File: config.mk
export PLATFORM = sky130hd
export DESIGN_NAME = alu_request_driver_flat
export DESIGN_NICKNAME = d
export VERILOG_FILES = /design/src/rtl/alu_request_driver_if.sv /design/src/rtl/alu_request_driver.sv /design/src/flat_wrapper.sv
export SDC_FILE = /design/constraint.sdc
export NUM_CORES = 1
export LEC_CHECK = 0
export ABC_AREA = 0
export CAP_MARGIN = 20
export CORE_UTILIZATION = 48
export CTS_CLUSTER_SIZE = 28
export DETAILED_ROUTE_END_ITERATION = 6
export GPL_TIMING_DRIVEN = 1
export PLACE_DENSITY_LB_ADDON = 0.1
export SLEW_MARGIN = 20
export SYNTH_ARGS = -nofsm -noshare
export SYNTH_HDL_FRONTEND = slang
export SYNTH_SLANG_ARGS = --single-unit
File: constraint.sdc
create_clock -name clk -period 2.97 [get_ports clk]
set_input_delay 0.7425 -clock clk [delete_from_list [all_inputs] [get_ports clk]]
set_output_delay 0.7425 -clock clk [all_outputs]
set_load 0.05 [all_outputs]
File: src/rtl/alu_request_driver_if.sv
// Operand/result bus between the request driver and a two-operand consumer.
// The driver streams two operand words under bus_rq and later samples bus_result.
interface alu_request_driver_if #(
    parameter int DATA_W = 16
);
    logic [DATA_W-1:0] bus_out;
    logic              bus_rq;
    logic [DATA_W-1:0] bus_result;

    modport master (
        output bus_out,
        output bus_rq,
        input  bus_result
    );

    modport slave (
        input  bus_out,
        input  bus_rq,
        output bus_result
    );
endinterface

File: src/rtl/alu_request_driver.sv
// Drives one two-operand transaction onto a consumer bus, waits RESULT_WAIT
// edges after handing off operand B, then captures and reports the result.
module alu_request_driver #(
    parameter int RESULT_WAIT = 3,
    parameter int DATA_W      = 16
) (
    input  logic                 clk,
    input  logic                 reset,
    input  logic                 start,
    input  logic [DATA_W-1:0]    op_a,
    input  logic [DATA_W-1:0]    op_b,
    alu_request_driver_if.master bus,
    output logic [DATA_W-1:0]    result,
    output logic                 done,
    output logic                 busy,
    output logic [7:0]           txn_count
);

    localparam int         RW_EFF    = (RESULT_WAIT < 1) ? 1 : RESULT_WAIT;
    localparam logic [3:0] WAIT_LOAD = 4'(RW_EFF - 1);

    typedef enum logic [2:0] {
        S_IDLE,
        S_SEND_A,
        S_SEND_B,
        S_WAIT,
        S_CAPTURE
    } state_t;

    state_t            state_q, state_d;
    logic [DATA_W-1:0] op_b_q, op_b_d;
    logic [DATA_W-1:0] bus_out_q, bus_out_d;
    logic              bus_rq_q, bus_rq_d;
    logic [3:0]        cnt_q, cnt_d;
    logic [DATA_W-1:0] result_q, result_d;
    logic              done_q, done_d;
    logic [7:0]        txn_q, txn_d;

    // op_a needs no separate latch: bus_out holds it for the whole SEND_A cycle.
    always_comb begin
        state_d   = state_q;
        op_b_d    = op_b_q;
        bus_out_d = bus_out_q;
        bus_rq_d  = bus_rq_q;
        cnt_d     = cnt_q;
        result_d  = result_q;
        done_d    = 1'b0;
        txn_d     = txn_q;

        case (state_q)
            S_IDLE: begin
                if (start) begin
                    op_b_d    = op_b;
                    bus_out_d = op_a;
                    bus_rq_d  = 1'b1;
                    state_d   = S_SEND_A;
                end
            end
            S_SEND_A: begin
                bus_out_d = op_b_q;
                bus_rq_d  = 1'b1;
                state_d   = S_SEND_B;
            end
            S_SEND_B: begin
                bus_out_d = '0;
                bus_rq_d  = 1'b0;
                cnt_d     = WAIT_LOAD;
                // A one-edge wait has no WAIT edges at all: the next edge samples.
                state_d   = (WAIT_LOAD == 4'd0) ? S_CAPTURE : S_WAIT;
            end
            S_WAIT: begin
                cnt_d = cnt_q - 4'd1;
                if (cnt_q <= 4'd1) begin
                    state_d = S_CAPTURE;
                end
            end
            S_CAPTURE: begin
                result_d = bus.bus_result;
                done_d   = 1'b1;
                txn_d    = txn_q + 8'd1;
                state_d  = S_IDLE;
            end
            default: begin
                state_d = S_IDLE;
            end
        endcase
    end

    always_ff @(posedge clk) begin
        if (reset) begin
            state_q   <= S_IDLE;
            bus_out_q <= '0;
            bus_rq_q  <= 1'b0;
            cnt_q     <= '0;
            result_q  <= '0;
            done_q    <= 1'b0;
            txn_q     <= '0;
        end else begin
            state_q   <= state_d;
            bus_out_q <= bus_out_d;
            bus_rq_q  <= bus_rq_d;
            cnt_q     <= cnt_d;
            result_q  <= result_d;
            done_q    <= done_d;
            txn_q     <= txn_d;
        end
    end

    always_ff @(posedge clk) begin
        op_b_q <= op_b_d;
    end

    assign bus.bus_out = bus_out_q;
    assign bus.bus_rq  = bus_rq_q;
    assign result      = result_q;
    assign done        = done_q;
    assign busy        = (state_q != S_IDLE);
    assign txn_count   = txn_q;

endmodule

File: src/flat_wrapper.sv
// flat-port wrapper written by rule: the top's interface ports become plain ports
module alu_request_driver_flat 
#(
    parameter int RESULT_WAIT = 3,
    parameter int DATA_W      = 16
)
  (clk, reset, start, op_a, op_b, result, done, busy, txn_count, bus_bus_out, bus_bus_rq, bus_bus_result);
  alu_request_driver_if #(.DATA_W(DATA_W)) bus_i ();
  input  logic clk;
  input  logic reset;
  input  logic start;
  input  logic [DATA_W-1:0] op_a;
  input  logic [DATA_W-1:0] op_b;
  output logic [DATA_W-1:0] result;
  output logic done;
  output logic busy;
  output logic [7:0] txn_count;
  output wire logic [$bits(bus_i.bus_out)-1:0] bus_bus_out;
  output wire logic [$bits(bus_i.bus_rq)-1:0] bus_bus_rq;
  input wire logic [$bits(bus_i.bus_result)-1:0] bus_bus_result;
  assign bus_bus_out = bus_i.bus_out;
  assign bus_bus_rq = bus_i.bus_rq;
  assign bus_i.bus_result = bus_bus_result;
  alu_request_driver #(.RESULT_WAIT(RESULT_WAIT), .DATA_W(DATA_W)) u_core (.clk(clk), .reset(reset), .start(start), .op_a(op_a), .op_b(op_b), .bus(bus_i), .result(result), .done(done), .busy(busy), .txn_count(txn_count));
endmodule
Word level (Yosys, flattened, before mapping)
Index checks and enable logic that the tools add are counted.
{"block": "op_classes", "add_sub_neg": 2, "magnitude_cmp": 1, "n_eq_ne": 6, "muxes": 9, "reduce_logical": 7}
{"cell": "$pmux W16 S3", "count": 1}
{"cell": "$mux W16", "count": 1}
{"cell": "$pmux W3 S4", "count": 1}
{"cell": "$add A8 B1 Y8 const B", "count": 1}
{"cell": "$pmux W4 S2", "count": 1}
{"cell": "$eq A3 B2 Y1 const B", "count": 2}
{"cell": "$mux W3", "count": 2}
{"cell": "$reduce_and A2 Y1", "count": 3}
{"cell": "$reduce_bool A3 Y1", "count": 2}
{"cell": "$le A4 B1 Y1 const B", "count": 1}
{"cell": "$sub A4 B1 Y4 const B", "count": 1}
{"cell": "$eq A3 B1 Y1 const B", "count": 1}
{"cell": "$eq A3 B3 Y1 const B", "count": 1}
{"cell": "$logic_not A3 Y1", "count": 1}
{"cell": "$pmux W1 S3", "count": 1}
{"cell": "$mux W1", "count": 2}
{"cell": "$ne A2 B1 Y1 const B", "count": 1}
{"cell": "$ne A2 B2 Y1 const B", "count": 1}
{"cell": "$reduce_bool A2 Y1", "count": 1}
{"block": "totals", "reg_bits": 65, "inputBits": 51, "word_cells": 33}

Longest topological paths before layout
{"block": "depth", "ltp_word": 3, "ltp_mapped": 6, "depth_no_buf": 6}

Worst setup path before layout
Ideal clock, no wire load.
{"block": "synth_timing", "kind": "register to output", "from": "register u_core.state_q[2]", "to": "output port busy", "arrival_ns": 1.412, "t_required_ns": 2.227, "slack_ns": 0.816, "path_stages_with_launch": 5, "n_path_buf": 2, "cell_sequence": "dfxtp_1 -> buf_4 -> clkinv_1 -> buf_1 -> nand2_1"}
{"block": "synth_via", "elab_chain_len": 1}
{"item": "start, declared", "line_no": "alu_request_driver.sv:30", "rtl": "state_t state_q, state_d;"}
{"item": "start signal, assigned", "line_no": "alu_request_driver.sv:99", "rtl": "state_q <= state_d;"}
{"item": "$reduce_bool A3 Y1", "line_no": "alu_request_driver.sv:117", "rtl": "assign busy = (state_q != S_IDLE);"}
{"item": "end, declared", "line_no": "flat_wrapper.sv:16", "rtl": "output logic busy;"}
No other way between the ends.

Worst setup path in the final report
{"block": "layout_timing", "from": "register u_core.txn_q[3] (netlist: u_core.txn_count[3])", "to": "output port txn_count[3]"}
{"item": "start, declared", "line_no": "alu_request_driver.sv:37", "rtl": "logic [7:0] txn_q, txn_d;"}
{"item": "start signal, assigned", "line_no": "alu_request_driver.sv:105", "rtl": "txn_q <= txn_d;"}
{"item": "end, declared", "line_no": "flat_wrapper.sv:17", "rtl": "output logic [7:0] txn_count;"}
No word-level cell between the ends.

==> flow_summary_export.csv <==
group,metric,value,unit
outcome,outcome,"finished clean",
synth,ys_ff_latch,65,
synth,synth_top_area_share,0.369,
setup_path,r2r-start,"u_core.state_q[1]",
placement,dp_cells,437,
synth,syn_inst,286,
hold_path,hp-class,"flip-flop to flip-flop",
placement,gp_congestion,0.725,
timing,fin_worst_skew,0.00658,ns
floorplan,fp-row-count,26,
synth,ys.flop_type,"dfxtp_1",
grt,antenna_found_initial,0,
synth,synthAdderAreaFrac,0.0141,
setup_path,crit_arrival,1.62,ns
pwr,vdd_drop_max,0.000343,V
timing,timing.final.crit_share,0.797,
clocking,cts.sinks,65,
setup_path,rr_worst_depth,5,
timing,slew_viol_final,0,
setup_path,reg2reg_to,"u_core.bus.bus_out[1]",
setup_path,critPathCaptureType,"output pin",
synth,synth_top_area_cell,"dfxtp_1",
clocking,cts.clk_slew.worst_paths,0.06,ns
job,maxCapViolCount,0,
timing,rsz0062_at_grt,"false",
timing,fin_crit,2.37,ns
synth,post-synth-top-count-cell,"dfxtp_1",
floorplan,die_w,76.4,um
synth,synth_edf_count,16,
synth,synth.area.top_cells,"dfxtp_1, edfxtp_1, a21oi_1",
setup_path,cp_slowest_cell,"clkdlybuf4s50_1",
finish,insertedDiodeCount,0,
routing,vias,2297,
setup_path,slowest_delay,0.86,ns
synth,synth_nets,340,
setup_path,crit_path_cell_trace,"clkdlybuf4s50_1",
finish,fin_cells,451,
synth,async_flop_share,0,
synth,yosysSeqAreaShare,0.550,
synth,synth_compound_area_frac,0.185,
placement,pre_cts_slack,0.619,ns
clocking,post-cts-setup-buffers,0,
synth,muxShareOfSynthArea,0.00424,
placement,dpl_cell_area,3650,um2
synth,synth_xor_area_frac,0.0231,
routing,wl_per_cell,13.4,um
floorplan,start_util,0.511,
floorplan,io_pins,94,
setup_path,crit_type,"flip-flop to output pin",
floorplan,die_h,76.4,um
finish,drive_above_1_share,0.0945,
placement,dp_hpwl,3.95,mm
routing,antenna_left,0,
setup_path,r2r_slack,0.99,ns
timing,maxSlewHeadroom,0.536,
clocking,clkLatencyLatePin,0.34,ns
placement,portBuffers,93,
setup_path,cp.depth,1,
routing,wl,6.06,mm
finish,stdcell_area,3810,um2
synth,yosys.area_share.simple,0.154,
synth,synth_top_family_by_area,"compound AO/OA/AOI/OAI gates",
clocking,cts_root_buffer,"clkbuf_8",
grt,overflow,0,
finish,fin_nets,432,
setup_path,cp-startpoint,"u_core.txn_count[3]",
synth,synthesis.area,2660,um2
routing,vias_per_cell,5.09,
clocking,hold_buffers,0,
routing,route.detailed.drc,0,
clocking,cts_tree,"done",
pwr,leakage,1.41,nW
timing,worst_slack,0.603,ns
timing,setup_tns,0,ns
setup_path,worstPathMaxFanout,6,
pwr,power.density,576,nW/um2
routing,drtIter0Drc,76,
routing,dr.pass1.iters,4,
finish,area_growth,43.4,%
synth,syn_avg_cell_area,9.30,um2
timing,finalHoldViolations,0,
grt,grt_pass1_wl,10.2,mm
clocking,ctsResizeCount,0,
clocking,cts_made_buffers,9,
setup_path,worst-path-buf-inv,1,
synth,synth_common_cells,"dfxtp_1, nand2_1, a21oi_1",
timing,tightest_slew,0.697,ns
grt,grt_pass1_vias,2241,
setup_path,critPathRequiredTime,2.23,ns
setup_path,crit_family,"buffers and inverters",
timing,hold_ws,0.452,ns
synth,synth_cell_types,32,
clocking,cts_max_path_buffers,2,
timing,timing.fmax,422,MHz
timing,setup-violations-final,0,
floorplan,die_area,5840,um2
floorplan,core,5200,um2
synth,yosysWarnings,0,
setup_path,start_kind,"flip-flop",
grt,grt_use_total,0.222,
grt,grt_max_degree,37,
clocking,cts_max_level,3,
setup_path,crit_end,"txn_count[3]",
==> layout make-up <==
class                   instances  area (um2)
clock inverters                 1        5.00
multi-input cells             179        1020
inverters                      21        78.8
well taps                      70        87.6
repair buffers                102        1000
clock buffers                  13         159
flip-flops and latches         65        1460
fillers                       405        1390
==> cells by family after synthesis <==
kind of cell | count (synthesis)
AO/OA/AOI/OAI | 73
XOR/XNOR | 7
buffers and inverters | 42
AND/OR/NAND/NOR | 95
adder cells (fa/ha/maj) | 3
flip-flops | 65
multiplexers | 1
==> placed cells by master, fill, tap and decap left out, drive strengths merged, types with 2 or more instances in the layout <==
master         synthesis  final
clkbuf                 9     13
dfxtp                 49     49
buf                   12     11
inv                   20     20
a21oi                 36     36
a211oi                17     17
o22ai                 16     16
xnor2                  4      4
nor4                   3      3
edfxtp                16     16
ha                     3      3
xor2                   3      3
clkinv                 1      2
nor3b                  2      2
nand2                 41     41
nor3                   5      5
nor2b                  2      2
or3                    2      2
nand4                  4      4
nor2                  32     32
and3                   3      3
clkdlybuf4s50          0     91
==> flip-flops by register name, indices dropped and copies added, names as in the netlist <==
register	cells
u_core.cnt_q	4
u_core.op_b_q	16
u_core.bus.bus_rq	1
u_core.state_q	3
u_core.txn_count	8
u_core.bus.bus_out	16
u_core.result	16
u_core.done	1
==> metrics by stage <==
stage,total power (W),util
after floorplan,0.00137,-
after global placement,0.00156,0.701
after detailed placement,0.00157,0.701
after CTS,0.00222,0.732
after global routing,0.00229,0.732
final,0.00220,0.732
==> how the worst min path moves through the flow <==
stage / cells past startpoint / to / startpoint / slack [ns]
floorplan: 2 / u_core.cnt_q[2] / u_core.cnt_q[2] / 0.45
global placement: 2 / u_core.result[4] / u_core.result[4] / 0.44
detailed placement: 2 / u_core.result[6] / u_core.result[6] / 0.45
CTS: 2 / u_core.result[6] / u_core.result[6] / 0.46
global route: 2 / u_core.result[12] / u_core.result[12] / 0.48
finish: 2 / u_core.result[9] / u_core.result[9] / 0.45
==> where the power goes <==
part	total, W	switching, W	internal [W]
combinational	0.000542	0.000322	0.000220
clock	0.000641	0.000302	0.000339
sequential	0.00101	0.0000362	0.000978
==> per-layer routing <==
layer / share of wire / global-route usage
met1: 0.45 / 0.270
met2: 0.48 / 0.368
met3: 0.046 / 0.0455
met4: 0.020 / 0.123
met5: 0 / 0
Power figures use the tool's default switching activity.
